**src/rtl/openram_gpio_scan_master_if.sv**
```systemverilog
// Host/chip signal bundle for openram_gpio_scan_master.
//   master modport : the scan master (drives cmd_ready, rsp_*, busy and the chip strobes)
//   slave modport  : the far side (command source, response sink and the testchip pins)
// Host side : cmd_valid/cmd_ready/cmd_data, rsp_valid/rsp_ready/rsp_data/rsp_mismatch, busy
// Chip side : gpio_in, gpio_scan, gpio_sram_load, global_csb (to chip), gpio_out (from chip)
interface openram_gpio_scan_master_if #(
  parameter int unsigned PacketWidth = 112
) ();
  logic                   cmd_valid;
  logic                   cmd_ready;
  logic [PacketWidth-1:0] cmd_data;
  logic                   rsp_valid;
  logic                   rsp_ready;
  logic [PacketWidth-1:0] rsp_data;
  logic                   rsp_mismatch;
  logic                   busy;
  logic                   gpio_in;
  logic                   gpio_scan;
  logic                   gpio_sram_load;
  logic                   global_csb;
  logic                   gpio_out;

  modport master (
    input  cmd_valid, cmd_data, rsp_ready, gpio_out,
    output cmd_ready, rsp_valid, rsp_data, rsp_mismatch, busy,
    output gpio_in, gpio_scan, gpio_sram_load, global_csb
  );

  modport slave (
    output cmd_valid, cmd_data, rsp_ready, gpio_out,
    input  cmd_ready, rsp_valid, rsp_data, rsp_mismatch, busy,
    input  gpio_in, gpio_scan, gpio_sram_load, global_csb
  );
endinterface

```
**src/rtl/openram_gpio_scan_master.sv**
```systemverilog
// Host-side driver for the OpenRAM testchip GPIO scan port.
// Takes one parallel command packet, shifts it MSB-first into the chip, pulses global_csb low
// for one cycle, pulses gpio_sram_load, waits SettleCycles, then shifts the result packet back.
// Ports:
//   clk_i     : sole clock, rising edge
//   resetn_i  : synchronous reset, active-low
//   bus_io    : master modport of openram_gpio_scan_master_if (host handshake + chip pins)
// Packet layout (112 bits):
//   {sel[3:0], addr0[15:0], din0[31:0], csb0, web0, wmask0[3:0],
//    addr1[15:0], din1[31:0], csb1, web1, wmask1[3:0]}
// Optional build macro GPIO_SCAN_CHECK_EN: when defined, rsp_mismatch flags any returned
// non-data field that differs from the command sent; otherwise rsp_mismatch is tied low.
// Latency from accept edge to rsp_valid is 2*PacketWidth + 2 + SettleCycles + 1 cycles; the
// final cycle is the transfer of the captured packet into the stable response register.
module openram_gpio_scan_master #(
  parameter int unsigned PacketWidth  = 112,
  parameter int unsigned SettleCycles = 1
) (
  input logic                        clk_i,
  input logic                        resetn_i,
  openram_gpio_scan_master_if.master bus_io
);

  localparam int unsigned   CntW       = $clog2(PacketWidth);
  localparam logic [CntW-1:0] LastBit    = CntW'(PacketWidth - 1);
  localparam logic [CntW-1:0] LastSettle = CntW'(SettleCycles - 1);

  typedef enum logic [2:0] {
    StIdle,
    StShift,
    StExec,
    StLoad,
    StSettle,
    StCapture,
    StResp
  } state_e;

  state_e                 state_q, state_d;
  logic [CntW-1:0]        cnt_q, cnt_d;
  logic [PacketWidth-1:0] cmd_q, cmd_d;
  logic [PacketWidth-1:0] cap_q, cap_d;
  logic [PacketWidth-1:0] rsp_data_q, rsp_data_d;
  logic                   rsp_valid_q, rsp_valid_d;
  logic                   rsp_mismatch_q, rsp_mismatch_d;
  logic                   cmd_ready_q, cmd_ready_d;
  logic                   busy_q, busy_d;
  logic                   gpio_in_q, gpio_in_d;
  logic                   gpio_scan_q, gpio_scan_d;
  logic                   gpio_load_q, gpio_load_d;
  logic                   global_csb_q, global_csb_d;
  logic                   mismatch;

`ifdef GPIO_SCAN_CHECK_EN
  // Control/address fields only; din0 [91:60] and din1 [37:6] carry read data and are skipped.
  localparam logic [111:0] CheckMask = {{20{1'b1}}, {32{1'b0}}, {22{1'b1}}, {32{1'b0}}, {6{1'b1}}};
  assign mismatch = ((cap_q ^ cmd_q) & CheckMask) != '0;
`else
  assign mismatch = 1'b0;
`endif

  // Sequencing.
  always_comb begin
    state_d        = state_q;
    cnt_d          = cnt_q;
    cmd_d          = cmd_q;
    cap_d          = cap_q;
    rsp_data_d     = rsp_data_q;
    rsp_valid_d    = rsp_valid_q;
    rsp_mismatch_d = rsp_mismatch_q;

    unique case (state_q)
      StIdle: begin
        if (bus_io.cmd_valid && cmd_ready_q) begin
          cmd_d   = bus_io.cmd_data;
          cnt_d   = '0;
          state_d = StShift;
        end
      end
      StShift: begin
        if (cnt_q == LastBit) begin
          cnt_d   = '0;
          state_d = StExec;
        end else begin
          cnt_d = cnt_q + 1'b1;
        end
      end
      StExec: state_d = StLoad;
      StLoad: begin
        cnt_d   = '0;
        state_d = StSettle;
      end
      StSettle: begin
        if (cnt_q == LastSettle) begin
          cnt_d   = '0;
          state_d = StCapture;
        end else begin
          cnt_d = cnt_q + 1'b1;
        end
      end
      StCapture: begin
        // Chip shifts on this same edge, so gpio_out still shows the bit for this index.
        cap_d[LastBit - cnt_q] = bus_io.gpio_out;
        if (cnt_q == LastBit) begin
          cnt_d   = '0;
          state_d = StResp;
        end else begin
          cnt_d = cnt_q + 1'b1;
        end
      end
      StResp: begin
        if (!rsp_valid_q) begin
          // Publish once; rsp_data then stays put however long the consumer stalls.
          rsp_valid_d    = 1'b1;
          rsp_data_d     = cap_q;
          rsp_mismatch_d = mismatch;
        end else if (bus_io.rsp_ready) begin
          rsp_valid_d = 1'b0;
          state_d     = StIdle;
        end
      end
      default: state_d = StIdle;
    endcase
  end

  // Pin outputs are registered from the next state so they line up with the state they describe.
  always_comb begin
    cmd_ready_d  = (state_d == StIdle);
    busy_d       = (state_d != StIdle);
    gpio_scan_d  = (state_d == StShift) || (state_d == StCapture);
    gpio_in_d    = (state_d == StShift) ? cmd_d[LastBit - cnt_d] : 1'b0;
    gpio_load_d  = (state_d == StLoad);
    global_csb_d = (state_d != StExec);
  end

  always_ff @(posedge clk_i) begin
    if (!resetn_i) begin
      state_q        <= StIdle;
      cnt_q          <= '0;
      cmd_q          <= '0;
      cap_q          <= '0;
      rsp_data_q     <= '0;
      rsp_valid_q    <= 1'b0;
      rsp_mismatch_q <= 1'b0;
      cmd_ready_q    <= 1'b0;
      busy_q         <= 1'b0;
      gpio_in_q      <= 1'b0;
      gpio_scan_q    <= 1'b0;
      gpio_load_q    <= 1'b0;
      global_csb_q   <= 1'b1;
    end else begin
      state_q        <= state_d;
      cnt_q          <= cnt_d;
      cmd_q          <= cmd_d;
      cap_q          <= cap_d;
      rsp_data_q     <= rsp_data_d;
      rsp_valid_q    <= rsp_valid_d;
      rsp_mismatch_q <= rsp_mismatch_d;
      cmd_ready_q    <= cmd_ready_d;
      busy_q         <= busy_d;
      gpio_in_q      <= gpio_in_d;
      gpio_scan_q    <= gpio_scan_d;
      gpio_load_q    <= gpio_load_d;
      global_csb_q   <= global_csb_d;
    end
  end

  assign bus_io.cmd_ready      = cmd_ready_q;
  assign bus_io.busy           = busy_q;
  assign bus_io.rsp_valid      = rsp_valid_q;
  assign bus_io.rsp_data       = rsp_data_q;
  assign bus_io.rsp_mismatch   = rsp_mismatch_q;
  assign bus_io.gpio_in        = gpio_in_q;
  assign bus_io.gpio_scan      = gpio_scan_q;
  assign bus_io.gpio_sram_load = gpio_load_q;
  assign bus_io.global_csb     = global_csb_q;

endmodule
```
**src/flat_wrapper.sv**
```systemverilog
// flat-port wrapper written by rule: the top's interface ports become plain ports
module openram_gpio_scan_master_flat 
#(
  parameter int unsigned PacketWidth  = 112,
  parameter int unsigned SettleCycles = 1
)
  (clk_i, resetn_i, bus_io_cmd_valid, bus_io_cmd_data, bus_io_rsp_ready, bus_io_gpio_out, bus_io_cmd_ready, bus_io_rsp_valid, bus_io_rsp_data, bus_io_rsp_mismatch, bus_io_busy, bus_io_gpio_in, bus_io_gpio_scan, bus_io_gpio_sram_load, bus_io_global_csb);
  openram_gpio_scan_master_if #(.PacketWidth(PacketWidth)) bus_io_i ();
  input logic clk_i;
  input logic resetn_i;
  input wire logic [$bits(bus_io_i.cmd_valid)-1:0] bus_io_cmd_valid;
  input wire logic [$bits(bus_io_i.cmd_data)-1:0] bus_io_cmd_data;
  input wire logic [$bits(bus_io_i.rsp_ready)-1:0] bus_io_rsp_ready;
  input wire logic [$bits(bus_io_i.gpio_out)-1:0] bus_io_gpio_out;
  output wire logic [$bits(bus_io_i.cmd_ready)-1:0] bus_io_cmd_ready;
  output wire logic [$bits(bus_io_i.rsp_valid)-1:0] bus_io_rsp_valid;
  output wire logic [$bits(bus_io_i.rsp_data)-1:0] bus_io_rsp_data;
  output wire logic [$bits(bus_io_i.rsp_mismatch)-1:0] bus_io_rsp_mismatch;
  output wire logic [$bits(bus_io_i.busy)-1:0] bus_io_busy;
  output wire logic [$bits(bus_io_i.gpio_in)-1:0] bus_io_gpio_in;
  output wire logic [$bits(bus_io_i.gpio_scan)-1:0] bus_io_gpio_scan;
  output wire logic [$bits(bus_io_i.gpio_sram_load)-1:0] bus_io_gpio_sram_load;
  output wire logic [$bits(bus_io_i.global_csb)-1:0] bus_io_global_csb;
  assign bus_io_i.cmd_valid = bus_io_cmd_valid;
  assign bus_io_i.cmd_data = bus_io_cmd_data;
  assign bus_io_i.rsp_ready = bus_io_rsp_ready;
  assign bus_io_i.gpio_out = bus_io_gpio_out;
  assign bus_io_cmd_ready = bus_io_i.cmd_ready;
  assign bus_io_rsp_valid = bus_io_i.rsp_valid;
  assign bus_io_rsp_data = bus_io_i.rsp_data;
  assign bus_io_rsp_mismatch = bus_io_i.rsp_mismatch;
  assign bus_io_busy = bus_io_i.busy;
  assign bus_io_gpio_in = bus_io_i.gpio_in;
  assign bus_io_gpio_scan = bus_io_i.gpio_scan;
  assign bus_io_gpio_sram_load = bus_io_i.gpio_sram_load;
  assign bus_io_global_csb = bus_io_i.global_csb;
  openram_gpio_scan_master #(.PacketWidth(PacketWidth), .SettleCycles(SettleCycles)) u_core (.clk_i(clk_i), .resetn_i(resetn_i), .bus_io(bus_io_i));
endmodule
```
**config.mk**
```make
export PLATFORM = sky130hd
export DESIGN_NAME = openram_gpio_scan_master_flat
export DESIGN_NICKNAME = d
export VERILOG_FILES = /design/src/rtl/openram_gpio_scan_master_if.sv /design/src/rtl/openram_gpio_scan_master.sv /design/src/flat_wrapper.sv
export SDC_FILE = /design/constraint.sdc
export NUM_CORES = 1
export LEC_CHECK = 0
export ABC_AREA = 1
export CAP_MARGIN = 20
export CORE_MARGIN = 8
export CORE_UTILIZATION = 40
export CTS_CLUSTER_SIZE = 30
export DETAILED_ROUTE_END_ITERATION = 10
export PLACE_DENSITY = 0.62
export SLEW_MARGIN = 20
export SYNTH_ARGS = -nofsm -noshare
export SYNTH_HDL_FRONTEND = slang
export SYNTH_SLANG_ARGS = --single-unit
```
**constraint.sdc**
```tcl
create_clock -name clk_i -period 6.1 [get_ports clk_i]
set_input_delay 0.915 -clock clk_i [delete_from_list [all_inputs] [get_ports clk_i]]
set_output_delay 0.915 -clock clk_i [all_outputs]
set_load 0.01 [all_outputs]
```
==> results.json, run 1 <==
{
  "status": "finished, final reports clean",
  "cp.required_ns": 6.57,
  "grt_most_used_layer": "met2",
  "critPathBufInv": 2,
  "vias": 13910,
  "via_per_inst": 5.231,
  "fmax_mhz": 296.0,
  "synth_top_cell_area_share_pct": 48.74,
  "rsz0062_at_grt": "no",
  "cts_tree": "yes",
  "power_density_nw_per_um2": 289.8,
  "ys_types": 33,
  "arrival_ns": 3.85,
  "crit_family": "simple AND/OR/NAND/NOR gates",
  "cpMostUsedCell": "nand3_1",
  "first_pass_iters": 5,
  "wirelength_um": 48220,
  "gr-usage-met2_pct": 37.16,
  "fin_util_pct": 51.36,
  "grt_pass1_wl_um": 75070,
  "post-synth-top-count-cell": "nor2_1",
  "core_area_um2": 35660,
  "rr_startpoint": "u_core.state_q[1]",
  "cts_resized": 0,
  "cp-startpoint": "bus_io_cmd_valid",
  "min_path_type": "reg -> reg",
  "power_frac_seq_pct": 44.9,
  "dp_hpwl_um": 30990,
  "p_clk_share_pct": 45.3,
  "rows": 69,
  "overflow": 0,
  "pwr-share-comb_pct": 9.8,
  "path_cells": "clkdlybuf4s50_1 > nand2_1 > nor2_4 > buf_4 > or2_2 > o21ai_0 > nand2_1 > nand3_1 > nand3_1 > nand3_1 > nand3_1 > nand2_1 > nor2_1 > nor2_1 > nor2_1",
  "cts.clk_slew.worst_paths_ns": 0.06,
  "grtUsageMet3_pct": 3.527,
  "grt_pass1_vias": 13430,
  "yosysWarnings": 0,
  "die_area_um2": 42590,
  "htreeDepth": 2,
  "seq_area_um2": 7067,
  "drv_cap": 0,
  "period_needed_ns": 3.378,
  "drt_iter0_markers": 1143,
  "yosysTopAreaCell": "dfxtp_1",
  "ios": 237,
  "clock_latency_ns": 0.54,
  "gp_congestion": 0.8463,
  "post_cts.repair.setup_buffers": 0,
  "max_slew_margin_pct": 31.33,
  "synth_common_cells": "377 x nor2_1, 353 x dfxtp_1, 258 x nand2_1",
  "ant_nets": 0,
  "synth_fp_nets": 2132,
  "nets": 2293,
  "maxSlewViolCount": 0,
  "synth_seq_cells": 353,
  "start_kind": "input port",
  "slowest_delay_ns": 0.81,
  "dpl_cell_area_um2": 16990,
  "fin_hold_ws_ns": 0.4697,
  "die_w_um": 206.4,
  "grtUsageMet1_pct": 28.37,
  "fin_tns_setup_ns": 0,
  "multi_input_area_um2": 6364,
  "skew_ns": 0.01911,
  "grt_usage_pct": 21.96,
  "post-place-ws_ns": 2.170,
  "hold_viol": 0,
  "die_h_um": 206.4,
  "setup_ws_ns": 2.722,
  "routedWlPerCell_um": 18.13,
  "cts_buffer_depth": 3,
  "avgSynthCellArea_um2": 7.221,
  "min_period_over_period_pct": 55.37,
  "final_area_um2": 18310,
  "critical_path_class": "in -> reg",
  "async_flop_share_pct": 0,
  "antenna_found_initial": 0,
  "hold_buffers": 0,
  "end_kind": "flop",
  "syn2layout_area_growth_pct": 26.31,
  "remaining_drc_errors": 0,
  "min_from": "u_core.cmd_q[100]",
  "grt_max_degree": 113,
  "setup_viol": 0,
  "clock_sinks": 353,
  "cp_slowest_cell": "nor2_4",
  "leakage_nw": 7.699,
  "clk_root_buffer_cell": "clkbuf_16",
  "fill_cells": 3481,
  "diodes": 0,
  "start_util_pct": 40.66,
  "worst_pin_slew_ns": 1.028,
  "synth-edff-count": 0,
  "vdd_drop_max_v": 0.0001734,
  "swShare_pct": 24.56,
  "p_switching_mw": 1.304,
  "cp_max_fo": 49,
  "layout-drive-gt1-share_pct": 6.324,
  "netlist_area_um2": 14500,
  "synthTopCellsByArea": "dfxtp_1 49%, nor2_1 9.8%, o21ai_0 7.5%",
  "ys_seq_area_share_pct": 48.74,
  "p_int_mw": 4.004,
  "portBuffers": 235,
  "synth-main-ff-cell": "dfxtp_1",
  "synthCells": 2008,
  "cts_made_buffers": 40
}
## state kept, by name, indices dropped and copies added (netlist names)
register and cells:
u_core.bus_io.gpio_sram_load 1, u_core.bus_io.busy 1, u_core.bus_io.rsp_valid 1, u_core.state_q 3
u_core.bus_io.gpio_scan 1, u_core.bus_io.gpio_in 1, u_core.bus_io.global_csb 1, u_core.cnt_q 7
u_core.bus_io.rsp_data 112, u_core.cmd_q 112, u_core.bus_io.cmd_ready 1, u_core.cap_q 112
## cells by family after synthesis
kind of cell / after synthesis / share of synthesized area (%)
and+or+nand+nor: 1010 / 29.90
buffers and inverters: 267 / 7.516
adders and majority gates: 7 / 0.6040
DFF: 353 / 48.74
AOI/OAI and AO/OA: 364 / 12.82
other: 1 / 0.02586
muxes: 4 / 0.2762
xor gates and xnor gates: 2 / 0.1208
## final timing paths
kind                            cells after the start  slack [ns]               endpoint
worst min register to register                      2        0.47      u_core.cmd_q[100]
worst min-delay path                                2        0.47      u_core.cmd_q[100]
worst max-delay path                               15        2.72  u_core.bus_io.gpio_in
worst max register to register                     13        3.12  u_core.bus_io.gpio_in
## per-layer routing
| metal | vias to the layer above | routed length, um |
|---|---|---|
| li1 | 6871 | - |
| met3 | 86 | 2881 |
| met4 | 0 | 1269 |
| met1 | 6499 | 21350 |
| met5 | - | 0 |
| met2 | 454 | 22720 |
## layout make-up
cell class,instances,area share (%)
sequential,353,38.59
multi-input combinational,1388,34.75
timing repair buffer,253,13.56
clock buffer,56,6.456
tap,461,3.150
inverter,133,2.760
clock inverter,15,0.7379
## stage by stage
step,total power [mW],std cells
after floorplan,2.778,2008
after global placement,2.942,2588
after detailed placement,2.949,2588
after CTS,5.347,2659
after global routing,5.509,2659
final,5.308,2659
## power by group through the flow
stage          Clock, mW  Combinational, mW  Sequential, mW
2_1_floorplan          0              0.347            2.43
3_3_place_gp           0              0.509            2.43
3_5_place_dp           0              0.515            2.43
4_1_cts             2.44              0.519            2.38
5_1_grt             2.54              0.584            2.39
6_report            2.41              0.518            2.38
## cells in the final DEF, fill, tap and decap left out, types with 3 or more instances in the layout
| cell type | count |
|---|---|
| inv_2 | 4 |
| clkinv_2 | 11 |
| nor3_1 | 189 |
| inv_6 | 3 |
| nor2_1 | 376 |
| nand2_2 | 6 |
| or2_1 | 3 |
| ha_1 | 7 |
| nor2_4 | 3 |
| or2_2 | 29 |
| clkbuf_16 | 41 |
| clkbuf_8 | 10 |
| clkdlybuf4s50_1 | 233 |
| o21ai_1 | 9 |
| nand3_1 | 141 |
| inv_1 | 127 |
| clkbuf_1 | 5 |
| buf_4 | 18 |
| o21ai_0 | 216 |
| a21oi_1 | 132 |
| dfxtp_1 | 353 |
| mux2i_1 | 4 |
| nand2_1 | 258 |
## worst min-delay path, stage by stage, from the launching register on
cell	delay [ns]
dfxtp_1	0.29
nand2_1	0.07
a21oi_1	0.06
(Power assumes the default switching activity.)
==> run 2, diff against run 1 <==
clock period = 3.35 ns   (was 6.1 ns; I/O delays follow)
==> results.json, run 2 (synthesis gave the netlist of run 1 again) <==
{
  "dp_hpwl_um": 31260,
  "gp_congestion": 0.8527,
  "cpMostUsedCell": "nand3_1",
  "diodes": 0,
  "overflow": 0,
  "leakage_nw": 7.779,
  "p_clk_share_pct": 44.1,
  "clock_sinks": 353,
  "via_per_inst": 5.196,
  "htreeDepth": 2,
  "routedWlPerCell_um": 17.91,
  "wirelength_um": 47850,
  "fill_cells": 3471,
  "grt_pass1_wl_um": 74140,
  "ff2ff_setup_slack_ns": 0.74,
  "max_slew_margin_pct": 31.52,
  "dpl_cell_area_um2": 17220,
  "setup_viol": 0,
  "cp.required_ns": 3.77,
  "final_area_um2": 18480,
  "drv_cap": 0,
  "worst_r2r_endpoint": "u_core.bus_io.gpio_in",
  "hold_buffers": 0,
  "min_from": "resetn_i",
  "ios": 237,
  "vdd_drop_max_v": 0.0003624,
  "rows": 69,
  "skew_ns": 0.01998,
  "ant_nets": 0,
  "r2r_cells": 18,
  "multi_input_area_um2": 6364,
  "worst_pin_slew_ns": 1.027,
  "clk_root_buffer_cell": "clkbuf_16",
  "cts_resized": 0,
  "instances_no_fill": 2672,
  "vias": 13880,
  "die_h_um": 206.4,
  "arrival_ns": 3.03,
  "fmax_mhz": 382.9,
  "grt_max_degree": 113,
  "p_int_mw": 7.205,
  "first_pass_iters": 6,
  "start_kind": "flop",
  "mostFrequentLayoutCell": "nor2_1",
  "power_density_nw_per_um2": 515.2,
  "power_frac_seq_pct": 45.6,
  "cp_slowest_cell": "dfxtp_1",
  "place_inst": 2608,
  "layout_common_cells": "376 x nor2_1, 353 x dfxtp_1, 258 x nand2_1",
  "min_to": "u_core.bus_io.rsp_data[15]",
  "post_cts.repair.setup_buffers": 0,
  "cts_buffer_depth": 3,
  "min_path_type": "in -> reg",
  "cts_tree": "yes",
  "layout-drive-gt1-share_pct": 6.829,
  "rr_startpoint": "u_core.cnt_q[4]",
  "cp_max_fo": 22,
  "syn2layout_area_growth_pct": 27.44,
  "portBuffers": 235,
  "core_area_um2": 35660,
  "status": "finished, final reports clean",
  "slowest_delay_ns": 0.37,
  "grt_pass1_vias": 13410,
  "cts.clk_slew.worst_paths_ns": 0.06,
  "remaining_drc_errors": 0,
  "drt_iter0_markers": 984,
  "rsz0062_at_grt": "no",
  "maxSlewViolCount": 0,
  "hold_path_depth": 3,
  "path_cells": "inv_1 > ha_1 > nand2_1 > inv_1 > nand3_1 > nand3_1 > nand3_2 > inv_2 > buf_4 > nand2_1 > nand3_1 > nand3_1 > nand3_1 > nand3_1 > nand3_1 > nand2_1 > nor2_1 > nor2_1",
  "start_util_pct": 40.66,
  "seq_area_um2": 7067,
  "min_period_over_period_pct": 77.97,
  "end_kind": "flop",
  "critical_path_class": "reg -> reg",
  "die_area_um2": 42590,
  "swShare_pct": 24.31,
  "die_w_um": 206.4,
  "pwr-share-comb_pct": 10.3,
  "nets": 2312,
  "grt_usage_pct": 21.74,
  "fin_tns_setup_ns": 0,
  "hold_viol": 0,
  "cts_made_buffers": 39,
  "antenna_found_initial": 1,
  "period_needed_ns": 2.612,
  "p_switching_mw": 2.314,
  "clock_latency_ns": 0.52
}
[run 2: layout make-up]
| cell class | count | area share (%) |
|---|---|---|
| clock buffer | 54 | 6.135 |
| clock inverter | 10 | 0.6636 |
| inverter | 133 | 2.736 |
| multi-input combinational | 1388 | 34.44 |
| sequential | 353 | 38.24 |
| tap | 461 | 3.122 |
| timing repair buffer | 273 | 14.66 |
[run 2: per-layer routing]
metal | vias to the layer above | GRT usage [%] | routed length (um)
li1 | 6897 | - | -
met3 | 104 | 4.122 | 3146
met2 | 455 | 36.51 | 22410
met4 | 2 | 7.068 | 1446
met5 | - | 0 | 13
met1 | 6425 | 27.80 | 20830
[run 2: per-stage QoR]
stage / total power, mW / worst slack [ns] / util [%] / hold WS, ns
2_1_floorplan: 5.058 / 1.233 / - / 0.4464
3_3_place_gp: 5.391 / 0.4225 / 48.29 / 0.4562
3_5_place_dp: 5.402 / 0.3937 / 48.29 / 0.4600
4_1_cts: 9.616 / 0.7776 / 51.81 / 0.3015
5_1_grt: 9.910 / 0.4777 / 51.82 / 0.3318
6_report: 9.519 / 0.7381 / 51.82 / 0.3125
[run 2: how the worst max path moves through the flow]
stage	from	end	slack [ns]	depth (start not counted)
after global placement	bus_io_cmd_valid	u_core.bus_io.gpio_in	0.42	17
after global routing	u_core.cnt_q[4]	u_core.bus_io.gpio_in	0.48	18
after detailed placement	bus_io_cmd_valid	u_core.bus_io.gpio_in	0.39	17
after CTS	u_core.cnt_q[0]	u_core.bus_io.gpio_in	0.78	18
after floorplan	u_core.cnt_q[0]	u_core.bus_io.gpio_in	1.23	17
final	u_core.cnt_q[4]	u_core.bus_io.gpio_in	0.74	18
[run 2: critical path, delay by kind of cell (launching register included)]
kind	cells	cell delay, ns
fa+ha+maj	1	0.18
buf+inv	4	0.82
flops	1	0.37
simple gates	13	1.11
[run 2: power by group through the flow]
| stage | clock [mW] | combinational (mW) | sequential, mW |
|---|---|---|---|
| finish | 4.20 | 0.976 | 4.34 |
| CTS | 4.30 | 0.979 | 4.34 |
| global placement | 0 | 0.963 | 4.43 |
| detailed placement | 0 | 0.968 | 4.43 |
| global route | 4.46 | 1.10 | 4.35 |
| floorplan | 0 | 0.631 | 4.43 |
